[config.mk]
export PLATFORM = sky130hd
export DESIGN_NAME = lnk_append_flat
export DESIGN_NICKNAME = d
export VERILOG_FILES = /design/src/rtl/lnk_pkg.sv /design/src/rtl/lnk_append_if.sv /design/src/rtl/lnk_append.sv /design/src/flat_wrapper.sv
export SDC_FILE = /design/constraint.sdc
export NUM_CORES = 1
export LEC_CHECK = 0
export ABC_AREA = 1
export CAP_MARGIN = 20
export CORE_MARGIN = 5
export CORE_UTILIZATION = 35
export CTS_BUF_LIST = sky130_fd_sc_hd__clkbuf_8 sky130_fd_sc_hd__clkbuf_16
export CTS_CLUSTER_SIZE = 10
export DETAILED_ROUTE_END_ITERATION = 8
export PLACE_DENSITY = 0.65
export SLEW_MARGIN = 25
export SYNTH_ARGS = -nofsm -noshare
export SYNTH_HDL_FRONTEND = slang
export SYNTH_SLANG_ARGS = --single-unit
[constraint.sdc]
create_clock -name clk -period 2.4 [get_ports clk]
set_clock_uncertainty 0.1 [all_clocks]
set_input_delay 0.48 -clock clk [delete_from_list [all_inputs] [get_ports clk]]
set_output_delay 0.48 -clock clk [all_outputs]
set_load 0.03 [all_outputs]
[src/rtl/lnk_pkg.sv]
// rtl/lnk_pkg.sv - shared widths, null pointer and state encoding for the list-append walker
package lnk_pkg;

  localparam int ADDR_W = 12;
  localparam int DATA_W = 16;
  localparam logic [ADDR_W-1:0] NULL_PTR = '0;

  typedef enum logic [2:0] {
    IDLE,
    RD,
    CHECK,
    WR_VAL,
    WR_NXT,
    LINK,
    DONE
  } state_t;

endpackage

[src/rtl/lnk_append_if.sv]
// rtl/lnk_append_if.sv - single-port synchronous memory bus between the walker and node storage
interface lnk_append_if #(
  parameter int ADDR_W = lnk_pkg::ADDR_W,
  parameter int DATA_W = lnk_pkg::DATA_W
);

  logic [ADDR_W-1:0] mem_addr;
  logic [DATA_W-1:0] mem_wdata;
  logic              mem_wren;
  logic [DATA_W-1:0] mem_rdata;

  modport master (
    output mem_addr,
    output mem_wdata,
    output mem_wren,
    input  mem_rdata
  );

  modport slave (
    input  mem_addr,
    input  mem_wdata,
    input  mem_wren,
    output mem_rdata
  );

endinterface

[src/rtl/lnk_append.sv]
// rtl/lnk_append.sv - walks a singly linked list to its tail and appends one node
module lnk_append #(
  parameter int ADDR_W   = 12,
  parameter int DATA_W   = 16,
  parameter int MAX_HOPS = 4095
) (
  input  logic              clk,
  input  logic              rst_n,
  input  logic              start,
  input  logic [ADDR_W-1:0] head_addr,
  input  logic [ADDR_W-1:0] new_addr,
  input  logic [DATA_W-1:0] new_value,
  lnk_append_if.master      mem,
  output logic              busy,
  output logic              done,
  output logic              new_head,
  output logic              err,
  output logic [ADDR_W-1:0] hop_count
);

  import lnk_pkg::*;

  state_t            state, state_d;
  logic [ADDR_W-1:0] cur, cur_d;
  logic [ADDR_W-1:0] new_r, new_d;
  logic [DATA_W-1:0] val_r, val_d;
  logic [ADDR_W-1:0] hop_d;
  logic              new_head_r, new_head_d;
  logic              err_r, err_d;
  logic [ADDR_W-1:0] nxt;

  assign nxt = mem.mem_rdata[ADDR_W-1:0];

  always_ff @(posedge clk or negedge rst_n) begin
    if (!rst_n) begin
      state      <= IDLE;
      cur        <= '0;
      new_r      <= '0;
      val_r      <= '0;
      hop_count  <= '0;
      new_head_r <= 1'b0;
      err_r      <= 1'b0;
    end else begin
      state      <= state_d;
      cur        <= cur_d;
      new_r      <= new_d;
      val_r      <= val_d;
      hop_count  <= hop_d;
      new_head_r <= new_head_d;
      err_r      <= err_d;
    end
  end

  always_comb begin
    state_d       = state;
    cur_d         = cur;
    new_d         = new_r;
    val_d         = val_r;
    hop_d         = hop_count;
    new_head_d    = new_head_r;
    err_d         = err_r;
    mem.mem_addr  = '0;
    mem.mem_wdata = '0;
    mem.mem_wren  = 1'b0;
    busy          = (state != IDLE);
    done          = 1'b0;

    case (state)
      IDLE: begin
        if (start) begin
          new_d      = new_addr;
          val_d      = new_value;
          cur_d      = head_addr;
          hop_d      = '0;
          new_head_d = 1'b0;
          err_d      = 1'b0;
          if (new_addr == NULL_PTR || head_addr == new_addr) begin
            err_d   = 1'b1;
            state_d = DONE;
          end else if (head_addr == NULL_PTR) begin
            new_head_d = 1'b1;
            state_d    = WR_VAL;
          end else begin
            state_d = RD;
          end
        end
      end
      RD: begin
        mem.mem_addr = cur + ADDR_W'(1);
        state_d      = CHECK;
      end
      CHECK: begin
        // cur is left untouched on the tail exit so LINK can address tail+1
        hop_d = hop_count + ADDR_W'(1);
        if (nxt == NULL_PTR) begin
          state_d = WR_VAL;
        end else if (nxt == new_r || hop_d == ADDR_W'(MAX_HOPS)) begin
          err_d   = 1'b1;
          state_d = DONE;
        end else begin
          cur_d   = nxt;
          state_d = RD;
        end
      end
      WR_VAL: begin
        mem.mem_addr  = new_r;
        mem.mem_wdata = val_r;
        mem.mem_wren  = 1'b1;
        state_d       = WR_NXT;
      end
      WR_NXT: begin
        mem.mem_addr  = new_r + ADDR_W'(1);
        mem.mem_wren  = 1'b1;
        state_d       = new_head_r ? DONE : LINK;
      end
      LINK: begin
        // Last write of the append: an earlier abort leaves only an unlinked node
        mem.mem_addr  = cur + ADDR_W'(1);
        mem.mem_wdata = DATA_W'(new_r);
        mem.mem_wren  = 1'b1;
        state_d       = DONE;
      end
      DONE: begin
        done    = 1'b1;
        state_d = IDLE;
      end
      default: state_d = IDLE;
    endcase
  end

  assign new_head = done & new_head_r;
  assign err      = done & err_r;

endmodule
[src/flat_wrapper.sv]
// flat-port wrapper written by rule: the top's interface ports become plain ports
module lnk_append_flat import lnk_pkg::*;
#(
  parameter int ADDR_W   = 12,
  parameter int DATA_W   = 16,
  parameter int MAX_HOPS = 4095
)
  (clk, rst_n, start, head_addr, new_addr, new_value, busy, done, new_head, err, hop_count, mem_mem_addr, mem_mem_wdata, mem_mem_wren, mem_mem_rdata);
  lnk_append_if #(.ADDR_W(ADDR_W), .DATA_W(DATA_W)) mem_i ();
  input  logic clk;
  input  logic rst_n;
  input  logic start;
  input  logic [ADDR_W-1:0] head_addr;
  input  logic [ADDR_W-1:0] new_addr;
  input  logic [DATA_W-1:0] new_value;
  output logic busy;
  output logic done;
  output logic new_head;
  output logic err;
  output logic [ADDR_W-1:0] hop_count;
  output wire logic [$bits(mem_i.mem_addr)-1:0] mem_mem_addr;
  output wire logic [$bits(mem_i.mem_wdata)-1:0] mem_mem_wdata;
  output wire logic [$bits(mem_i.mem_wren)-1:0] mem_mem_wren;
  input wire logic [$bits(mem_i.mem_rdata)-1:0] mem_mem_rdata;
  assign mem_mem_addr = mem_i.mem_addr;
  assign mem_mem_wdata = mem_i.mem_wdata;
  assign mem_mem_wren = mem_i.mem_wren;
  assign mem_i.mem_rdata = mem_mem_rdata;
  lnk_append #(.ADDR_W(ADDR_W), .DATA_W(DATA_W), .MAX_HOPS(MAX_HOPS)) u_core (.clk(clk), .rst_n(rst_n), .start(start), .head_addr(head_addr), .new_addr(new_addr), .new_value(new_value), .mem(mem_i), .busy(busy), .done(done), .new_head(new_head), .err(err), .hop_count(hop_count));
endmodule
==> reports/metrics.yaml, run 1 <==
routing:
  detail-route-antenna-nets: 0
  drt_wl_total_um: 13500
  drc: 0
  vias: 4292
  drt_iter0_markers: 354
  dr.pass1.iters: 5
  routed_via_density: 4.95
  wl_per_cell_um: 15.6
synth:
  ys_ff_latch: 57
  synth-edff-count: 0
  yosysSeqAreaShare: 0.375
  synth.cell_area_um2: 3810
  avgSynthCellArea_um2: 6.55
  ys_warn_count: 0
  synthFlopType: "dfrtp_1"
  synth_cells: 581
  yosysUniqueCellTypes: 29
  synth.net_count: 643
  async_reset_ff_frac: 1.00
cts:
  cts_tree: "built"
  clock_latency_ns: 0.35
  cts_inserted_buffers: 9
  htree_levels: 3
  path_clk_slew_ns: 0.08
  cts_root_buf: "clkbuf_8"
  clk_path_buf_depth: 2
  cts.sink_count: 57
  cts.hold.buffers_added: 0
timing:
  report.final.slew_viol_count: 0
  worst_pin_slew_ns: 0.377
  fin_crit_sh: 1.17
  fmax_ghz: 0.356
  fin_crit_ns: 2.81
  rsz0062_at_grt: "true"
  slew_headroom: 0.746
  timing.final.ws_setup_ns: -0.406
  tns_ns: -6.62
  finalSetupViolCount: 29
  hold_viol: 0
power:
  fin_total_pwr_mw: 7.38
  vdd_ir_drop_max_v: 0.000761
  power_leakage_nw: 2.81
  pwr_density_cell_nw_per_um2: 1240
cells_and_area:
  nets: 784
  drive_gt1_frac: 0.238
  syn_to_final_growth_pct: 56.7
  antenna_cells: 0
  fillers: 1017
  fin_cells: 867
  layout_common_cells: "nand2_1 (208), inv_1 (71), clkdlybuf4s50_1 (65)"
  layout_commonest_cell: "nand2_1"
grt:
  grt_max_degree: 58
  grtUsageMet3: 0.0433
  grt_usage: 0.197
  grt-busiest-layer: "met2"
  use_met2: 0.313
  grt_pass1_vias: 4162
  met1_usage: 0.267
  grt.overflow.total: 0
  grt_pass1_wl_um: 20400
  antenna_found_initial: 0
critical_path:
  crit_required_ns: 1.82
  worstSetupStartpointType: "register"
  cp_max_fo: 6
  worst_setup_path_end_kind: "output port"
  cp.arrival_ns: 2.23
  worstSetupPathType: "reg2out"
floorplan:
  io_pins: 104
  fp.dieW_um: 114
  fp.dieArea_um2: 13100
  die_h_um: 114
  rows: 38
  core_um2: 10700
  initial_utilization: 0.354
status:
  outcome: "finished with violations"
  violations: "setup timing"
placement:
  portBuffers: 99
  routabilityCongestion: 0.897
  dp_hpwl_um: 9930
  dp_cells: 833
job:
  drv_cap: 0
hold_path:
  hp-class: "in2async"
-- cell families (layout without fill, tap and decap cells) --
family / Yosys count / in the layout / synth area share
adders and majority gates: 3 / 3 / 0.00986
AOI/OAI and AO/OA: 87 / 87 / 0.122
xor gates and xnor gates: 10 / 10 / 0.0230
and+or+nand+nor: 326 / 326 / 0.364
buffers and inverters: 98 / 244 / 0.107
DFF: 57 / 57 / 0.375
-- state kept, by name, indices dropped and copies added (netlist names) --
| name | count |
|---|---|
| u_core.val_r | 16 |
| u_core.hop_count | 12 |
| u_core.state | 3 |
| u_core.new_r | 12 |
| u_core.new_head_r | 1 |
| u_core.err_r | 1 |
| u_core.cur | 12 |
-- synthesized netlist by cell type (2+ instances only) --
library cell  count  area, µm²
a21oi_1           5       25.0
buf_2             7       35.0
buf_6             4       45.0
clkbuf_1          7       26.3
dfrtp_1          57       1430
ha_1              3       37.5
inv_1            76        285
inv_2             4       15.0
nand2_1         219        822
nand2_2           3       18.8
nand2_4           2       22.5
nand3_1          31        155
nand3_2           2       20.0
nand4_1          13       81.3
nor2_1           34        128
nor2_2            5       31.3
nor3_1            4       20.0
nor4_1            7       43.8
o21ai_0          64        320
o21ai_1           7       35.0
o21ai_2           3       26.3
o22ai_1           5       31.3
o32ai_1           2       17.5
or2_2             4       25.0
xnor2_1           2       17.5
xor2_1            8       70.1
-- through the flow --
stage               hold WS [ns]  utilization  setup WS (ns)  area, µm²
floorplan                 0.0844            -         -0.112       3830
global placement           0.352        0.481       -0.00751       5170
detailed placement         0.359        0.481        -0.0701       5170
CTS                       0.0384        0.520         -0.390       5590
global route              0.0517        0.555         -0.495       5960
finish                    0.0312        0.555         -0.406       5960
-- layer usage --
metal / up-vias / routed length [µm] / part of all wire
li1: 2121 / - / -
met1: 2013 / 6040 / 0.45
met2: 141 / 6410 / 0.47
met3: 17 / 866 / 0.064
met4: 0 / 201 / 0.015
met5: - / 0 / 0
-- path summary, 6_finish.rpt --
path / start / endpoint / slack [ns] / depth (start not counted)
worst min register to register: u_core.val_r[0] / u_core.val_r[0] / 0.38 / 2
min in group clk: u_core.val_r[0] / u_core.val_r[0] / 0.38 / 2
max in group asynchronous: rst_n / u_core.val_r[7] / 1.91 / 2
worst min-delay path: rst_n / u_core.val_r[2] / 0.03 / 2
worst max register to register: u_core.state[0] / u_core.cur[1] / 0.20 / 12
worst max-delay path: u_core.state[1] / mem_mem_addr[8] / -0.41 / 15
-- cell type report --
| class | count | area, µm² | share of cell area |
|---|---|---|---|
| clock inverter | 7 | 103 | 0.0172 |
| inverter | 80 | 312 | 0.0522 |
| clock buffer | 9 | 124 | 0.0208 |
| sequential | 57 | 1430 | 0.239 |
| timing repair buffer | 148 | 1520 | 0.255 |
| tap | 140 | 175 | 0.0294 |
| multi-input combinational | 426 | 2300 | 0.386 |
-- critical path, cell delays in order, from the launching register on --
cell,delay (ns)
dfrtp_1,0.39
inv_2,0.08
nand2_4,0.09
inv_4,0.09
nand2_2,0.06
nand2_2,0.09
ha_4,0.15
nand2_4,0.06
nor2_4,0.12
nand2_2,0.08
nor2_4,0.10
buf_4,0.12
inv_1,0.06
o21ai_2,0.13
o22ai_2,0.10
buf_12,0.15
-- power by group --
group	internal, mW	switching (mW)
Sequential	1.34	0.273
Clock	0.593	0.464
Combinational	1.94	2.77
-- what timing repair did --
action,CTS,global route
buffers inserted,8,12
resized for setup,41,81
pin swaps,7,17
cloned,0,3
endpoints found under the setup margin,19,29
(Power assumes the default switching activity.)
==> inputs of run 2 (changes only) <==
--- a/config.mk
+++ b/config.mk
@@ -8,11 +8,12 @@
 export ABC_AREA = 1
 export CAP_MARGIN = 20
 export CORE_MARGIN = 5
-export CORE_UTILIZATION = 35
+export CORE_UTILIZATION = 40
 export CTS_BUF_LIST = sky130_fd_sc_hd__clkbuf_8 sky130_fd_sc_hd__clkbuf_16
 export CTS_CLUSTER_SIZE = 10
 export DETAILED_ROUTE_END_ITERATION = 8
-export PLACE_DENSITY = 0.65
+export PLACE_DENSITY = 0.72
+export RECOVER_POWER = 50
 export SLEW_MARGIN = 25
 export SYNTH_ARGS = -nofsm -noshare
 export SYNTH_HDL_FRONTEND = slang
==> constraint.sdc (replaced) <==
create_clock -name clk -period 2.4 [get_ports clk]
set_clock_uncertainty 0.1 [all_clocks]
set_input_delay 0.48 -clock clk [delete_from_list [all_inputs] [get_ports clk]]
set_output_delay 0.48 -clock clk [all_outputs]
set_load 0.1 [all_outputs]
==> reports/metrics.yaml, run 2 (synthesis gave the netlist of run 1 again) <==
status:
  outcome: "finished with violations"
  violations: "setup timing"
hold_path:
  hold_depth: 2
  hold_end: "u_core.cur[11]"
  hp-start: "u_core.cur[11]"
  hp-class: "reg2reg"
cts:
  clk_path_buf_depth: 2
  cts.sink_count: 57
  htree_levels: 3
  path_clk_slew_ns: 0.07
  cts_root_buf: "clkbuf_8"
  clock_latency_ns: 0.35
  cts_inserted_buffers: 9
  cts.hold.buffers_added: 0
  cts_tree: "built"
floorplan:
  fp.dieW_um: 108
  io_pins: 104
  rows: 35
  fp.dieArea_um2: 11600
  initial_utilization: 0.412
  core_um2: 9240
  die_h_um: 108
grt:
  grt.overflow.total: 0
  grt_pass1_wl_um: 20300
  grt_usage: 0.221
  grt_max_degree: 58
  antenna_found_initial: 0
  grt_pass1_vias: 4288
routing:
  dr.pass1.iters: 5
  drt_iter0_markers: 369
  wl_per_cell_um: 15.6
  drc: 0
  vias: 4446
  routed_via_density: 5.13
  drt_wl_total_um: 13500
  detail-route-antenna-nets: 0
power:
  fin_total_pwr_mw: 9.40
  vdd_ir_drop_max_v: 0.00103
  power_leakage_nw: 3.05
  pwr_density_cell_nw_per_um2: 1450
critical_path:
  slowest_stage: "dfrtp_1"
  crit_chain: "inv_2 > nand2_4 > o21ai_2 > buf_4 > nand3_1 > inv_2 > nand4_1 > o21ai_2 > nand2_2 > o21ai_4 > buf_12"
  cpPeakStageDelay_ns: 0.40
  r2r.worst_path.cells: 12
  worstSetupStartpointType: "register"
  r2r_slack_ns: 0.22
  worst_setup_path_end_kind: "output port"
  cp_max_fo: 6
  crit_required_ns: 1.82
  regToRegStartpoint: "u_core.hop_count[1]"
  timing.rr.end: "u_core.cur[1]"
  cp.arrival_ns: 2.34
  worstSetupPathType: "reg2out"
cells_and_area:
  layout_commonest_cell: "nand2_1"
  antenna_cells: 0
  nets: 795
  drive_gt1_frac: 0.318
  fin_cells: 867
  largest_register_ffs: 16
  syn_to_final_growth_pct: 70.8
  top_register: "u_core.val_r"
  layout_common_cells: "nand2_1 (190), inv_1 (70), clkdlybuf4s50_1 (53)"
job:
  drv_cap: 0
placement:
  portBuffers: 99
  dp_cells: 827
  pre_cts_slack_ns: -0.135
  routabilityCongestion: 0.954
  dp_hpwl_um: 9680
timing:
  fin_crit_sh: 1.22
  fin_crit_ns: 2.92
  tns_ns: -6.74
  fmax_ghz: 0.343
  slew_headroom: 0.0644
  report.final.slew_viol_count: 0
  timing.hold.ws_ns: 0.379
  hold_viol: 0
  rsz0062_at_grt: "true"
  worst_pin_slew_ns: 1.40
  finalSetupViolCount: 29
  timing.final.ws_setup_ns: -0.519
run 2: cell types whose count changed in the layout (fill, tap and decap cells not counted), sizes merged:
cell,delta
clkinv,+2
buf,+18
clkbuf,+7
clkinvlp,-1
bufinv,-1
clkdlybuf4s50,-12
dlygate4sd2,-2
run 2: area by class of cell:
| class | count | area [µm²] |
|---|---|---|
| timing repair buffer | 159 | 1860 |
| clock inverter | 7 | 62.6 |
| tap | 129 | 161 |
| fill | 677 | 2740 |
| clock buffer | 9 | 124 |
| multi-input combinational | 426 | 2550 |
| inverter | 80 | 309 |
| sequential | 57 | 1430 |
run 2: critical path, delay by kind of cell (launching register included):
family	cells	cell delay [ns]
buffers and inverters	4	0.57
AOI/OAI and AO/OA	3	0.54
and+or+nand+nor	4	0.48
DFF	1	0.40
run 2: power breakdown:
part	switching [mW]	total (mW)	internal (mW)	leakage, nW
registers	0.312	1.66	1.35	0.717
logic	4.33	6.86	2.53	2.23
clock network	0.410	0.880	0.470	0.104
run 2: worst max-delay path by stage:
stage,from,to,cells past startpoint,slack (ns)
2_1_floorplan,u_core.state[0],mem_mem_addr[1],4,-0.53
3_3_place_gp,u_core.state[1],mem_mem_addr[8],15,-0.06
3_5_place_dp,u_core.state[1],mem_mem_addr[8],15,-0.13
4_1_cts,u_core.state[1],mem_mem_addr[10],15,-0.41
5_1_grt,u_core.state[1],mem_mem_addr[11],11,-0.65
6_report,u_core.state[1],mem_mem_addr[11],11,-0.52
run 2: timing repair:
action                     4_1_cts  5_1_grt
gates cloned                     0        2
setup endpoints to repair       22       41
hold endpoints to repair         0        0
resized for setup               34       77
setup buffers                   13       11
pin swaps                       20       15
run 2: per-stage QoR:
stage	util	area [µm²]
2_1_floorplan	-	4020
3_5_place_dp	0.611	5650
3_3_place_gp	0.611	5650
6_report	0.703	6500
5_1_grt	0.703	6500
4_1_cts	0.659	6090
run 2: routing by layer:
layer  global-route usage  vias up  wire length [µm]
met1                0.288     2110              5710
met3               0.0366       29               699
met5                    0        -                 0
met4                0.106        0               341
li1                     -     2147                 -
met2                0.357      160              6780
